<file path="src/rtl/datapath_arbiter_pkg.sv">
// Shared types and opcode decoding for the datapath arbiter.
package arbiter_pkg;

  typedef enum logic [1:0] {
    ST_IDLE = 2'd0,
    ST_EXEC = 2'd1,
    ST_RESP = 2'd2
  } arb_state_t;

  localparam logic [3:0] OP_ADD  = 4'b0000;
  localparam logic [3:0] OP_1    = 4'b0001;
  localparam logic [3:0] OP_2    = 4'b0010;
  localparam logic [3:0] OP_3    = 4'b0011;
  localparam logic [3:0] OP_B    = 4'b1011;
  localparam logic [3:0] OP_HALT = 4'b1111;

  function automatic logic is_valid_opcode(input logic [3:0] op);
    return (op == OP_ADD) || (op == OP_1) || (op == OP_2) ||
           (op == OP_3) || (op == OP_B);
  endfunction

endpackage

</file>
<file path="src/rtl/datapath_arbiter_if.sv">
// Requester-side and datapath-side signals of the arbiter, bundled as one interface.
interface datapath_arbiter_if #(
  parameter int NREQ  = 4,
  parameter int WIDTH = 16,
  parameter int OPW   = 4,
  parameter int DW    = 8
);
  logic [NREQ-1:0]          req;
  logic [NREQ-1:0][OPW-1:0] req_opcode;
  logic [NREQ-1:0][DW-1:0]  req_a;
  logic [NREQ-1:0][DW-1:0]  req_b;
  logic [NREQ-1:0]          gnt;
  logic [NREQ-1:0]          ack;
  logic [WIDTH-1:0]         rsp_data;
  logic                     rsp_err;
  logic                     busy;
  logic                     dp_enable;
  logic [OPW-1:0]           dp_opcode;
  logic [DW-1:0]            dp_a;
  logic [DW-1:0]            dp_b;
  logic                     dp_done;
  logic [WIDTH-1:0]         dp_result;

  // Arbiter side
  modport slave (
    input  req, req_opcode, req_a, req_b, dp_done, dp_result,
    output gnt, ack, rsp_data, rsp_err, busy, dp_enable, dp_opcode, dp_a, dp_b
  );

  // Controllers plus datapath side
  modport master (
    output req, req_opcode, req_a, req_b, dp_done, dp_result,
    input  gnt, ack, rsp_data, rsp_err, busy, dp_enable, dp_opcode, dp_a, dp_b
  );
endinterface

</file>
<file path="src/rtl/datapath_arbiter_rr_pick.sv">
// Rotating-priority finder: first set request at or above ptr, wrapping.
module rr_pick #(
  parameter int NREQ = 4
) (
  input  logic [NREQ-1:0]         i_req,
  input  logic [$clog2(NREQ)-1:0] i_ptr,
  output logic                    o_found,
  output logic [$clog2(NREQ)-1:0] o_idx
);
  localparam int PW = $clog2(NREQ);

  int w_j;

  // Walk from the farthest offset down so the nearest request to ptr wins.
  always_comb begin
    o_found = 1'b0;
    o_idx   = '0;
    w_j     = 0;
    for (int i = NREQ - 1; i >= 0; i--) begin
      w_j = int'(i_ptr) + i;
      if (w_j >= NREQ) w_j = w_j - NREQ;
      if (i_req[PW'(w_j)]) begin
        o_found = 1'b1;
        o_idx   = PW'(w_j);
      end
    end
  end
endmodule

</file>
<file path="src/rtl/datapath_arbiter.sv">
// Round-robin sharing of one arithmetic datapath among NREQ instruction requesters.
module datapath_arbiter
  import arbiter_pkg::*;
#(
  parameter int NREQ    = 4,
  parameter int WIDTH   = 16,
  parameter int OPW     = 4,
  parameter int DW      = 8,
  parameter int TIMEOUT = 255
) (
  input logic               i_clk,
  input logic               i_reset,   // active-low, asynchronous
  datapath_arbiter_if.slave bus
);
  localparam int         PW      = $clog2(NREQ);
  localparam logic [7:0] TO_LAST = 8'(TIMEOUT - 1);

  arb_state_t       r_state, w_next;
  logic [PW-1:0]    r_ptr, r_win, w_idx;
  logic             w_found, w_valid, w_timeout;
  logic [OPW-1:0]   r_op;
  logic [DW-1:0]    r_a, r_b;
  logic [7:0]       r_cnt;
  logic             r_err;
  logic [WIDTH-1:0] r_data;
  logic [NREQ-1:0]  w_onehot;

  rr_pick #(.NREQ(NREQ)) u_pick (
    .i_req   (bus.req),
    .i_ptr   (r_ptr),
    .o_found (w_found),
    .o_idx   (w_idx)
  );

  assign w_valid   = is_valid_opcode(bus.req_opcode[w_idx]);
  assign w_timeout = (r_cnt == TO_LAST);

  always_ff @(posedge i_clk or negedge i_reset) begin
    if (!i_reset) r_state <= ST_IDLE;
    else          r_state <= w_next;
  end

  always_comb begin
    w_next = r_state;
    unique case (r_state)
      ST_IDLE: if (w_found) w_next = w_valid ? ST_EXEC : ST_RESP;
      ST_EXEC: if (bus.dp_done || w_timeout) w_next = ST_RESP;
      ST_RESP: w_next = ST_IDLE;
      default: w_next = ST_IDLE;
    endcase
  end

  // dp_done has priority over the timeout when both land in the same cycle.
  always_ff @(posedge i_clk or negedge i_reset) begin
    if (!i_reset) begin
      r_ptr  <= '0;
      r_win  <= '0;
      r_op   <= '0;
      r_a    <= '0;
      r_b    <= '0;
      r_cnt  <= '0;
      r_err  <= 1'b0;
      r_data <= '0;
    end else begin
      unique case (r_state)
        ST_IDLE: if (w_found) begin
          r_win  <= w_idx;
          r_op   <= bus.req_opcode[w_idx];
          r_a    <= bus.req_a[w_idx];
          r_b    <= bus.req_b[w_idx];
          r_cnt  <= '0;
          r_err  <= !w_valid;
          r_data <= '0;
        end
        ST_EXEC: begin
          if (bus.dp_done) begin
            r_data <= bus.dp_result;
            r_err  <= 1'b0;
          end else if (w_timeout) begin
            r_data <= '0;
            r_err  <= 1'b1;
          end else begin
            r_cnt <= r_cnt + 8'd1;
          end
        end
        ST_RESP: r_ptr <= (r_win == PW'(NREQ - 1)) ? '0 : r_win + 1'b1;
        default: ;
      endcase
    end
  end

  assign w_onehot      = NREQ'(1) << r_win;
  assign bus.gnt       = (r_state != ST_IDLE) ? w_onehot : '0;
  assign bus.ack       = (r_state == ST_RESP) ? w_onehot : '0;
  assign bus.rsp_data  = (r_state == ST_RESP) ? r_data : '0;
  assign bus.rsp_err   = (r_state == ST_RESP) && r_err;
  assign bus.busy      = (r_state != ST_IDLE);
  assign bus.dp_enable = (r_state == ST_EXEC);
  assign bus.dp_opcode = r_op;
  assign bus.dp_a      = r_a;
  assign bus.dp_b      = r_b;
endmodule

</file>
<file path="src/flat_wrapper.sv">
// flat-port wrapper written by rule: the top's interface ports become plain ports
module datapath_arbiter_flat import arbiter_pkg::*;
#(
  parameter int NREQ    = 4,
  parameter int WIDTH   = 16,
  parameter int OPW     = 4,
  parameter int DW      = 8,
  parameter int TIMEOUT = 255
)
  (i_clk, i_reset, bus_req, bus_req_opcode, bus_req_a, bus_req_b, bus_dp_done, bus_dp_result, bus_gnt, bus_ack, bus_rsp_data, bus_rsp_err, bus_busy, bus_dp_enable, bus_dp_opcode, bus_dp_a, bus_dp_b);
  datapath_arbiter_if #(.NREQ(NREQ), .WIDTH(WIDTH), .OPW(OPW), .DW(DW)) bus_i ();
  input logic i_clk;
  input logic i_reset;
  input wire logic [$bits(bus_i.req)-1:0] bus_req;
  input wire logic [$bits(bus_i.req_opcode)-1:0] bus_req_opcode;
  input wire logic [$bits(bus_i.req_a)-1:0] bus_req_a;
  input wire logic [$bits(bus_i.req_b)-1:0] bus_req_b;
  input wire logic [$bits(bus_i.dp_done)-1:0] bus_dp_done;
  input wire logic [$bits(bus_i.dp_result)-1:0] bus_dp_result;
  output wire logic [$bits(bus_i.gnt)-1:0] bus_gnt;
  output wire logic [$bits(bus_i.ack)-1:0] bus_ack;
  output wire logic [$bits(bus_i.rsp_data)-1:0] bus_rsp_data;
  output wire logic [$bits(bus_i.rsp_err)-1:0] bus_rsp_err;
  output wire logic [$bits(bus_i.busy)-1:0] bus_busy;
  output wire logic [$bits(bus_i.dp_enable)-1:0] bus_dp_enable;
  output wire logic [$bits(bus_i.dp_opcode)-1:0] bus_dp_opcode;
  output wire logic [$bits(bus_i.dp_a)-1:0] bus_dp_a;
  output wire logic [$bits(bus_i.dp_b)-1:0] bus_dp_b;
  assign bus_i.req = bus_req;
  assign bus_i.req_opcode = bus_req_opcode;
  assign bus_i.req_a = bus_req_a;
  assign bus_i.req_b = bus_req_b;
  assign bus_i.dp_done = bus_dp_done;
  assign bus_i.dp_result = bus_dp_result;
  assign bus_gnt = bus_i.gnt;
  assign bus_ack = bus_i.ack;
  assign bus_rsp_data = bus_i.rsp_data;
  assign bus_rsp_err = bus_i.rsp_err;
  assign bus_busy = bus_i.busy;
  assign bus_dp_enable = bus_i.dp_enable;
  assign bus_dp_opcode = bus_i.dp_opcode;
  assign bus_dp_a = bus_i.dp_a;
  assign bus_dp_b = bus_i.dp_b;
  datapath_arbiter #(.NREQ(NREQ), .WIDTH(WIDTH), .OPW(OPW), .DW(DW), .TIMEOUT(TIMEOUT)) u_core (.i_clk(i_clk), .i_reset(i_reset), .bus(bus_i));
endmodule
</file>
<file path="config.mk">
export PLATFORM = sky130hd
export DESIGN_NAME = datapath_arbiter_flat
export DESIGN_NICKNAME = d
export VERILOG_FILES = /design/src/rtl/datapath_arbiter_pkg.sv /design/src/rtl/datapath_arbiter_if.sv /design/src/rtl/datapath_arbiter_rr_pick.sv /design/src/rtl/datapath_arbiter.sv /design/src/flat_wrapper.sv
export SDC_FILE = /design/constraint.sdc
export NUM_CORES = 1
export LEC_CHECK = 0
export CORE_MARGIN = 4
export CORE_UTILIZATION = 40
export DETAILED_ROUTE_END_ITERATION = 12
export PLACE_DENSITY_LB_ADDON = 0.2
export SLEW_MARGIN = 5
export SYNTH_ARGS = -nofsm -noshare
export SYNTH_HDL_FRONTEND = slang
export SYNTH_SLANG_ARGS = --single-unit
</file>
<file path="constraint.sdc">
create_clock -name i_clk -period 2.7 [get_ports i_clk]
set_clock_uncertainty 0.1 [all_clocks]
set_input_delay 0.27 -clock i_clk [delete_from_list [all_inputs] [get_ports i_clk]]
set_output_delay 0.27 -clock i_clk [all_outputs]
set_load 0.01 [all_outputs]
</file>
======== Yosys cells after proc, flatten, opt, wreduce, memory -nomap -nowiden ========
Cells that the tools add are included.
word-level totals
  register bits after elaboration ......... 51
  input bits .............................. 103
  output and inout bits ................... 47
  word-level logic and storage cells ...... 106
operators by class
  add/subtract/negate cells ............... 9
  $lt $le $gt $ge ......................... 9
  eq/ne operators ......................... 13
  shift operators ......................... 1
  multiplexer cells ....................... 50
  reduce and logical (&&, ||, !) cells .... 15
operators with widths
  cell                                                        count
  2-to-1 mux 16 bit                                           4
  2-to-1 mux 8 bit                                            5
  binary-select mux 8 bit (select 2 bit)                      2
  case mux 16 bit (2 select lines)                            1
  2-to-1 mux 2 bit                                            12
  less-than comparator 2 x 4 -> 1 bit, second input constant  4
  case mux 8 bit (2 select lines)                             1
  2-to-1 mux 1 bit                                            15
  2-to-1 mux 4 bit                                            3
  greater-or-equal comparator 3 bit, second input constant    3
  adder 8 x 1 -> 8 bit, second input constant                 1
  binary-select mux 1 bit (select 2 bit)                      4
  binary-select mux 4 bit (select 2 bit)                      1
  equality test 4 x 2 -> 1 bit, second input constant         2
  equality test 8 bit, second input constant                  1
  subtractor 2 x 1 -> 2 bit, second input constant            4
  adder 2 x 2 -> 3 bit, second input constant                 2
  inequality test 2 bit, second input constant                3
  logical OR 1 bit                                            5
  equality test 2 bit, second input constant                  2
  equality test 4 x 1 -> 1 bit, second input constant         1
  equality test 4 bit, second input constant                  1
  logical NOT 4 bit                                           1
  case mux 2 bit (2 select lines)                             1
  16 further kinds                                            18

======== Longest topological paths before layout ========
Gate-level depths: netlist (run 1).
  depth after elaboration ................. 20
  depth in mapped cells ................... 8
  mapped depth without buffers ............ 8

======== Cells and area by module ========
From an unflattened synthesis (run 1), not the netlist that was laid out.
unflattened totals
  cell total of the unflattened synthesis .. 268
  area, all modules ....................... 2866.5 µm²
modules (own cells, without submodules)
  module            instances  cells each  area each (µm²)  seq. area each (µm²)
  datapath_arbiter  1          255         2788.9           1276.2
  rr_pick           1          13          77.6             0.0

======== Worst setup path after synthesis (run 1) ========
Ideal clock, no wire load.
  kind .................................... reg-to-reg
  start ................................... reg u_core.r_ptr[1]
  end ..................................... reg u_core.r_state[1]
  library setup time ...................... 0.126 ns
  arrival ................................. 1.868 ns
  data required time ...................... 2.474 ns
  path slack .............................. 0.606 ns
  stages on the path, launching flop included .. 8
  period minus slack after synthesis ...... 2.094 ns
  cells stage by stage .................... dfrtp_1 > mux2i_1 > a21oi_1 > o21ai_1 > buf_6 > mux4_2 > a21boi_4 > o311a_1
on the way
  word-level cells in the longest chain between the ends .. 20
RTL lines
  what                                                                            RTL line                        text
  start: declaration                                                              datapath_arbiter.sv:19          logic [PW-1:0] r_ptr, r_win, w_idx;
  start signal: assignment                                                        datapath_arbiter.sv:86          ST_RESP: r_ptr <= (r_win == PW'(NREQ - 1)) ? '0 : r_win + 1'b1;
  adder 2 x 2 -> 3 bit                                                            datapath_arbiter_rr_pick.sv:20  w_j = int'(i_ptr) + i;
  greater-or-equal comparator 3 bit or subtractor 2 x 1 -> 2 bit (tied branches)  datapath_arbiter_rr_pick.sv:21  if (w_j >= NREQ) w_j = w_j - NREQ;
  2-to-1 mux 2 bit                                                                datapath_arbiter_rr_pick.sv:21
  binary-select mux 1 bit (select 2 bit)                                          datapath_arbiter_rr_pick.sv:22  if (i_req[PW'(w_j)]) begin
  2-to-1 mux 1 bit (implied by the code) (2 in series)                            datapath_arbiter_rr_pick.sv:22
  2-to-1 mux 2 bit (4 in series)                                                  datapath_arbiter_rr_pick.sv:22
  binary-select mux 4 bit (select 2 bit)                                          datapath_arbiter.sv:35          assign w_valid = is_valid_opcode(bus.req_opcode[w_idx]);
  2-to-1 mux 4 bit (implied by the code)                                          datapath_arbiter.sv:35
  equality test 4 x 1 -> 1 bit or logical NOT 4 bit (tied branches)               datapath_arbiter_pkg.sv:18      return (op == OP_ADD) || (op == OP_1) || (op == OP_2) ||
  logical OR 1 bit (3 in series)                                                  datapath_arbiter_pkg.sv:18
  logical OR 1 bit                                                                datapath_arbiter_pkg.sv:19      (op == OP_3) || (op == OP_B);
  2-to-1 mux 2 bit (2 in series)                                                  datapath_arbiter.sv:46          ST_IDLE: if (w_found) w_next = w_valid ? ST_EXEC : ST_RESP;
  case mux 2 bit (2 select lines)                                                 datapath_arbiter.sv:45          unique case (r_state)
  end signal: assignment                                                          datapath_arbiter.sv:40          else r_state <= w_next;
  end: declaration                                                                datapath_arbiter.sv:18          arb_state_t r_state, w_next;
Several ways; a longest one is shown, not always the timed one. The select of a mux whose other input is x is not followed.
A chain may end at the register's enable or synchronous reset.

======== Worst setup path in the final report (run 1) ========
  start ................................... in bus_req[0]
  end ..................................... reg u_core.r_a[7], in the netlist u_core.bus.dp_a[7]
on the way
  word-level cells in the longest chain between the ends .. 9
RTL lines
  what                                                  RTL line                        text
  start: declaration                                    flat_wrapper.sv:14              input wire logic [$bits(bus_i.req)-1:0] bus_req;
  binary-select mux 1 bit (select 2 bit)                datapath_arbiter_rr_pick.sv:22
  2-to-1 mux 1 bit (implied by the code) (2 in series)  datapath_arbiter_rr_pick.sv:22
  2-to-1 mux 2 bit (4 in series)                        datapath_arbiter_rr_pick.sv:22
  binary-select mux 8 bit (select 2 bit)                datapath_arbiter.sv:69          r_a <= bus.req_a[w_idx];
  2-to-1 mux 8 bit (implied by the code)                datapath_arbiter.sv:69
  end signal: assignment                                datapath_arbiter.sv:69
  end: declaration                                      datapath_arbiter.sv:22          logic [DW-1:0] r_a, r_b;
Several ways; a longest one is shown, not always the timed one. The select of a mux whose other input is x is not followed.

==> reports/qor.txt, run 1 <==
DP Cell Count = 512
Most frequent cells in the layout = 148 x clkdlybuf4s50_1, 51 x dfrtp_1, 34 x nand2_1, 34 x mux2i_1, 23 x and2_1
R2R Path End = u_core.bus.dp_a[7]$_DFFE_PN0P_
Layout cells sized above 1 = 0.0918
DR vias/cell = 4.96
Post-Syn Area = 2900 um^2
DR pass1 iterations = 4
Max-Cap Viols = 0
GRT Residual Overflow = 0
Die area = 8680 um^2
Critical Path Fanout Max = 31
Final HPWL DP = 6.26 mm
Antenna violations before repair = 0
Clock Tree Buf Depth = 2
Pins over their slew limit = 0
Min-delay src = u_core.bus.dp_b[7]$_DFFE_PN0P_
Ports = 150
Switching Share = 0.364
Tmin final = 2.32 ns
Post-route DRC = 0
Final ANT Viol Nets = 0
Iter 0 DRT Violations = 31
Die width = 93.2 um
Synth area leaders = dfrtp_1 44%, mux2i_1 12%, mux2_2 6.6%
Status = finished clean
Internal = 0.00244 W
Post-DR wirelength/cell = 15.1 um
Resized Gates After CTS = 0
Flops & latches, synth = 51
Initial core utilization = 0.420
Hold crit path type = flip-flop to flip-flop
TritonCTS Buffers = 5
P_sw = 0.00139 W
CP Launch Type = primary input
Fill cell count = 562
Tcrit/Tclk final = 0.858
Crit path DAT = 2.41 ns
Die Height = 93.2 um
Synth warnings = 0
Seq/Total Area, Yosys = 0.440
First-pass GRT wire length = 12.7 mm
R2R cell count = 6
RD Place Congestion = 0.803
Combinational Power Share = 0.550
Final hold viol count = 0
Slew headroom = 0.437
H-tree levels = 2
Vias in the first global route = 2658
Avg Cell Area, Syn = 10.4 um^2
# clock sinks = 51
Antenna diodes = 0
Area grow syn2layout = 59.3%
Syn_nets = 387
Commonest non-fill, non-tap cell in the layout = clkdlybuf4s50_1
Pwr Density = 829 nW/um^2
Input/output buffers = 149
FF-to-FF Start = u_core.r_ptr[1]$_DFFE_PN0N_
Setup Buffers After CTS = 0
Critical Path RT = 2.79 ns
Final WL = 7.86 mm
Maximum number of pins on one net before global-route repair = 39
Area leader, netlist = dfrtp_1
Skew-Pair Late Insertion Delay = 0.30 ns
Yosys cell types = 33
WS Path Type = primary input to flip-flop
Vias = 2582
Clock root cell = clkbuf_8
CTS tree = done
Setup_tns = 0 ns
Leakage = 2.04 nW
Layout Cells excl Fill = 521
Final Net Count = 533
Final setup violation count = 0
Worst-margin pin slew = 0.844 ns
Internal reg-to-reg setup slack = 0.43 ns
RSZ-0062 raised after global routing = no
Total GRT Usage = 0.185
CP Capture Type = flip-flop
Peak supply drop = 0.000359 V
Top-area cell type share of the netlist area = 0.440
Sequential share of power = 0.311
Hold Path Sink = u_core.bus.dp_b[7]$_DFFE_PN0P_
Core area = 6910 um^2
Max Clk Rate = 0.432 GHz
Clock transition at the registers of the reported paths = 0.09 ns
Cell depth of the worst hold path = 2
Synth Instances = 278
FP Rows = 30
Clock group share of total power = 0.139
power by group through the flow:
| stage | Sequential (W) | Combinational [W] | Clock, W |
|---|---|---|---|
| floorplan | 0.00125 | 0.00115 | 0 |
| global placement | 0.00119 | 0.00211 | 0 |
| detailed placement | 0.00121 | 0.00214 | 0 |
| CTS | 0.00119 | 0.00215 | 0.000547 |
| global route | 0.00123 | 0.00233 | 0.000575 |
| finish | 0.00119 | 0.00211 | 0.000533 |
flip-flops by register name, indices dropped and copies added (netlist names):
signal / cells
u_core.bus.dp_a: 8
u_core.r_data: 16
u_core.bus.dp_opcode: 4
u_core.r_state: 2
u_core.r_ptr: 2
u_core.r_cnt: 8
u_core.bus.dp_b: 8
u_core.r_err: 1
u_core.r_win: 2
synthesized netlist by cell type:
| cell type | count |
|---|---|
| a211oi_1 | 1 |
| a21boi_0 | 1 |
| a21boi_4 | 1 |
| a21oi_1 | 4 |
| a22o_1 | 16 |
| and2_1 | 23 |
| and3_1 | 2 |
| buf_1 | 1 |
| buf_2 | 5 |
| buf_6 | 1 |
| clkbuf_1 | 10 |
| dfrtp_1 | 51 |
| ha_1 | 6 |
| inv_1 | 6 |
| mux2_2 | 17 |
| mux2i_1 | 34 |
| mux4_2 | 4 |
| nand2_1 | 34 |
| nand3_1 | 2 |
| nand4_1 | 4 |
| nor2_1 | 13 |
| nor2b_1 | 6 |
| nor3b_1 | 2 |
| o21ai_0 | 12 |
| o21ai_1 | 10 |
| o2bb2a_1 | 1 |
| o311a_1 | 1 |
| o31a_1 | 1 |
| o31ai_1 | 1 |
| or2_2 | 1 |
| or4_1 | 1 |
| xnor2_1 | 2 |
| xor2_1 | 4 |
final cells by class:
type | count | area [um^2] | area share
Clock buffer | 5 | 68.8 | 0.0149
Clock inverter | 3 | 43.8 | 0.00948
Inverter | 6 | 22.5 | 0.00487
Multi-Input combinational cell | 204 | 1540 | 0.332
Sequential cell | 51 | 1280 | 0.276
Tap cell | 96 | 120 | 0.0260
Timing Repair Buffer | 156 | 1550 | 0.336
cells by family (layout without fill, tap and decap cells):
logic type	count (synthesis)	in the layout	share of synthesized area
AOI/OAI and AO/OA	49	49	0.117
DFF	51	51	0.440
adders and majority gates	6	6	0.0259
muxes	55	55	0.214
xor gates and xnor gates	6	6	0.0181
buffers and inverters	23	170	0.0345
and+or+nand+nor	88	88	0.150
timing repair:
action / in CTS / in global routing
hold buffers: 1 / 0
endpoints found under the hold margin: 13 / 0
endpoints found under the setup margin: 0 / 0
worst max-delay path by stage:
| stage | endpoint | slack (ns) | from |
|---|---|---|---|
| 6_report | u_core.bus.dp_a[7]$_DFFE_PN0P_ | 0.38 | bus_req[0] |
| 3_3_place_gp | u_core.bus.dp_a[7]$_DFFE_PN0P_ | 0.15 | bus_req[0] |
| 2_1_floorplan | u_core.r_state[1]$_DFFE_PN0P_ | 0.61 | u_core.r_ptr[1]$_DFFE_PN0N_ |
| 4_1_cts | u_core.bus.dp_a[7]$_DFFE_PN0P_ | 0.38 | bus_req[0] |
| 3_5_place_dp | u_core.bus.dp_a[7]$_DFFE_PN0P_ | 0.07 | bus_req[0] |
| 5_1_grt | u_core.bus.dp_a[7]$_DFFE_PN0P_ | 0.23 | bus_req[0] |
critical path: stages:
cell	delay, ns
clkdlybuf4s50_1	0.54
a21boi_0	0.17
o21ai_4	0.31
buf_4	0.49
mux2i_1	0.24
mux2i_1	0.09
mux2_2	0.26
metrics by stage:
step	worst slack [ns]	hold slack [ns]	instance area, um^2	total power [W]	utilization
4_1_cts	0.384	0.390	4620	0.00389	0.669
3_5_place_dp	0.0667	0.335	4500	0.00334	0.651
6_report	0.384	0.385	4620	0.00383	0.669
5_1_grt	0.233	0.416	4620	0.00413	0.669
2_1_floorplan	0.606	-0.126	2900	0.00240	-
3_3_place_gp	0.155	0.333	4500	0.00330	0.651
routing by layer:
| layer | track usage | routed length (um) | vias to the layer above |
|---|---|---|---|
| met2 | 0.318 | 3790 | 118 |
| li1 | - | - | 1263 |
| met4 | 0.0562 | 130 | 0 |
| met1 | 0.212 | 3140 | 1191 |
| met3 | 0.0724 | 794 | 10 |
| met5 | 0 | 0 | - |
Note: power is estimated with default switching activity, not from simulation.
==> run 2: changes to the inputs <==
--- a/config.mk
+++ b/config.mk
@@ -8,7 +8,8 @@
 export CORE_MARGIN = 4
 export CORE_UTILIZATION = 40
 export DETAILED_ROUTE_END_ITERATION = 12
-export PLACE_DENSITY_LB_ADDON = 0.2
+export PLACE_DENSITY = 0.9
+export SKIP_LAST_GASP = 1
 export SLEW_MARGIN = 5
 export SYNTH_ARGS = -nofsm -noshare
 export SYNTH_HDL_FRONTEND = slang
==> run 2 against run 1 <==
Final cell count up 0.58%. First-iteration DRC count is 120% higher. Global-route usage is 0.17 points lower. Clock power fell by 20%. Utilization fell by 0.25 points. Sequential share of layout area up 0.11 points. Worst setup slack improved by 0.083 ns. Largest cell class unchanged.
==> reports/qor.txt, run 2 (same netlist as run 1, synthesis figures left out) <==
Status = finished clean
Ports = 150 (unchanged)
Post-route DRC = 0 (unchanged)
Critical Path RT = 2.79 ns (about the same)
Max-Cap Viols = 0 (unchanged)
# clock sinks = 51 (unchanged)
DR pass1 iterations = 4 (unchanged)
Clock transition at the registers of the reported paths = 0.09 ns (about the same)
Multi-input gate area = 1540 um^2 (unchanged)
Pwr Density = 814 nW/um^2 (-1.8%)
Final hold slack = 0.322 ns (-0.0631 ns)
Final setup violation count = 0 (unchanged)
Vias in the first global route = 2778 (+4.5%)
Commonest non-fill, non-tap cell in the layout = clkdlybuf4s50_1
Initial core utilization = 0.420 (unchanged)
Antenna violations before repair = 0 (unchanged)
Crit path DAT = 2.32 ns (-0.09 ns)
Max reg flops = 16 (unchanged)
Die width = 93.2 um (unchanged)
Peak supply drop = 0.000333 V (-7.3%)
Most frequent cells in the layout = 148 x clkdlybuf4s50_1, 51 x dfrtp_1, 34 x nand2_1, 34 x mux2i_1, 23 x and2_1
RD Place Congestion = 0.798 (-0.59%)
Input/output buffers = 149 (unchanged)
DR vias/cell = 4.97 (+0.27%)
Die Height = 93.2 um (unchanged)
Setup Buffers After CTS = 0 (unchanged)
Fill cell count = 549 (-2.3%)
CP Launch Type = primary input
H-tree levels = 2 (unchanged)
Final WL = 7.82 mm (-0.51%)
Area grow syn2layout = 58.7%
Critical Path Fanout Max = 6 (-81%)
Total GRT Usage = 0.183 (-0.00173)
CTS tree = done
Internal reg-to-reg setup slack = 0.49 ns (+0.06 ns)
TritonCTS Buffers = 5 (unchanged)
FF-to-FF Start = u_core.r_ptr[1]$_DFFE_PN0N_
Layout cells sized above 1 = 0.0958 (+0.00403)
WS Path Type = primary input to flip-flop
Worst-margin pin slew = 0.617 ns (-0.227 ns)
CP Capture Type = flip-flop
Tmin final = 2.23 ns (-0.0833 ns)
CP startpoint = bus_req[0]
Die area = 8680 um^2 (unchanged)
Resized Gates After CTS = 0 (unchanged)
Clock root cell = clkbuf_8
Top reg by flops = u_core.r_data
FP Rows = 30 (unchanged)
Leakage = 2.03 nW (-0.37%)
Final hold viol count = 0 (unchanged)
First-pass GRT wire length = 12.7 mm (unchanged)
Core area = 6910 um^2 (unchanged)
Post-DR wirelength/cell = 14.9 um (-1.1%)
GRT Residual Overflow = 0 (unchanged)
Vias = 2604 (+0.85%)
Antenna diodes = 0 (unchanged)
Pins over their slew limit = 0 (unchanged)
Tcrit/Tclk final = 0.827 (-0.0309)
Max Clk Rate = 0.448 GHz (+3.7%)
Slew headroom = 0.589 (+0.151)
RSZ-0062 raised after global routing = no
CTS hold repair buffers = 1 (unchanged)
Maximum number of pins on one net before global-route repair = 35 (-10%)
Final Net Count = 536 (+0.56%)
Final HPWL DP = 6.37 mm (+1.7%)
Iter 0 DRT Violations = 68 (+120%)
Seq. cell area = 1280 um^2 (unchanged)
Hold crit path type = primary input to asynchronous set/reset pin
Clock Tree Buf Depth = 2 (unchanged)
Setup_tns = 0 ns (unchanged)
Skew-Pair Late Insertion Delay = 0.30 ns (about the same)
Final ANT Viol Nets = 0 (unchanged)
==> run 2: changes by cell type in the layout (fill, tap and decap cells not counted), sizes merged <==
cell      delta
buf          +3
bufinv       -1
clkbuf       +1
clkinv       -1
clkinvlp     +1
==> run 2: path summary, 6_finish.rpt <==
kind	depth (start not counted)	end
max in group asynchronous	3	u_core.bus.dp_a[6]$_DFFE_PN0P_
max	6	u_core.r_state[1]$_DFFE_PN0P_
min in group i_clk	2	u_core.bus.dp_b[7]$_DFFE_PN0P_
min reg2reg	2	u_core.bus.dp_b[7]$_DFFE_PN0P_
max reg2reg	5	u_core.r_state[1]$_DFFE_PN0P_
min	2	u_core.r_data[2]$_DFFE_PN0P_
==> run 2: cell type report <==
type                       count  area share
timing repair buffer         159       0.340
clock buffer                   6      0.0158
clock inverter                 2     0.00272
tap                           96      0.0261
multi-input combinational    204       0.334
inverter                       6     0.00489
sequential                    51       0.277
==> run 2: critical path, stage by stage <==
cell	delay (ns)
clkdlybuf4s50_1	0.53
a21boi_0	0.15
o21ai_4	0.31
mux4_2	0.56
a21boi_4	0.16
o311a_1	0.33
==> run 2: metal layers <==
| metal | GRT usage | vias up | part of all wire |
|---|---|---|---|
| met5 | 0 | - | 0 |
| met4 | 0.0696 | 0 | 0.027 |
| met3 | 0.0515 | 20 | 0.073 |
| li1 | - | 1269 | - |
| met1 | 0.201 | 1197 | 0.39 |
| met2 | 0.334 | 118 | 0.51 |
==> run 2: report_power, final <==
part	internal [W]	switching (W)	total, W
combinational	0.00114	0.000988	0.00212
sequential	0.00103	0.000164	0.00119
clock	0.000182	0.000247	0.000429
total	0.00235	0.00140	0.00375
==> run 2: through the flow <==
stage | total power, W | std cells | util | worst slack [ns] | instance area, um^2
floorplan | 0.00240 | 278 | - | 0.606 | 2900
finish | 0.00375 | 524 | 0.666 | 0.467 | 4600
detailed placement | 0.00335 | 515 | 0.653 | 0.128 | 4510
global placement | 0.00328 | 515 | 0.653 | 0.211 | 4510
global route | 0.00403 | 524 | 0.666 | 0.317 | 4600
CTS | 0.00379 | 524 | 0.666 | 0.447 | 4600
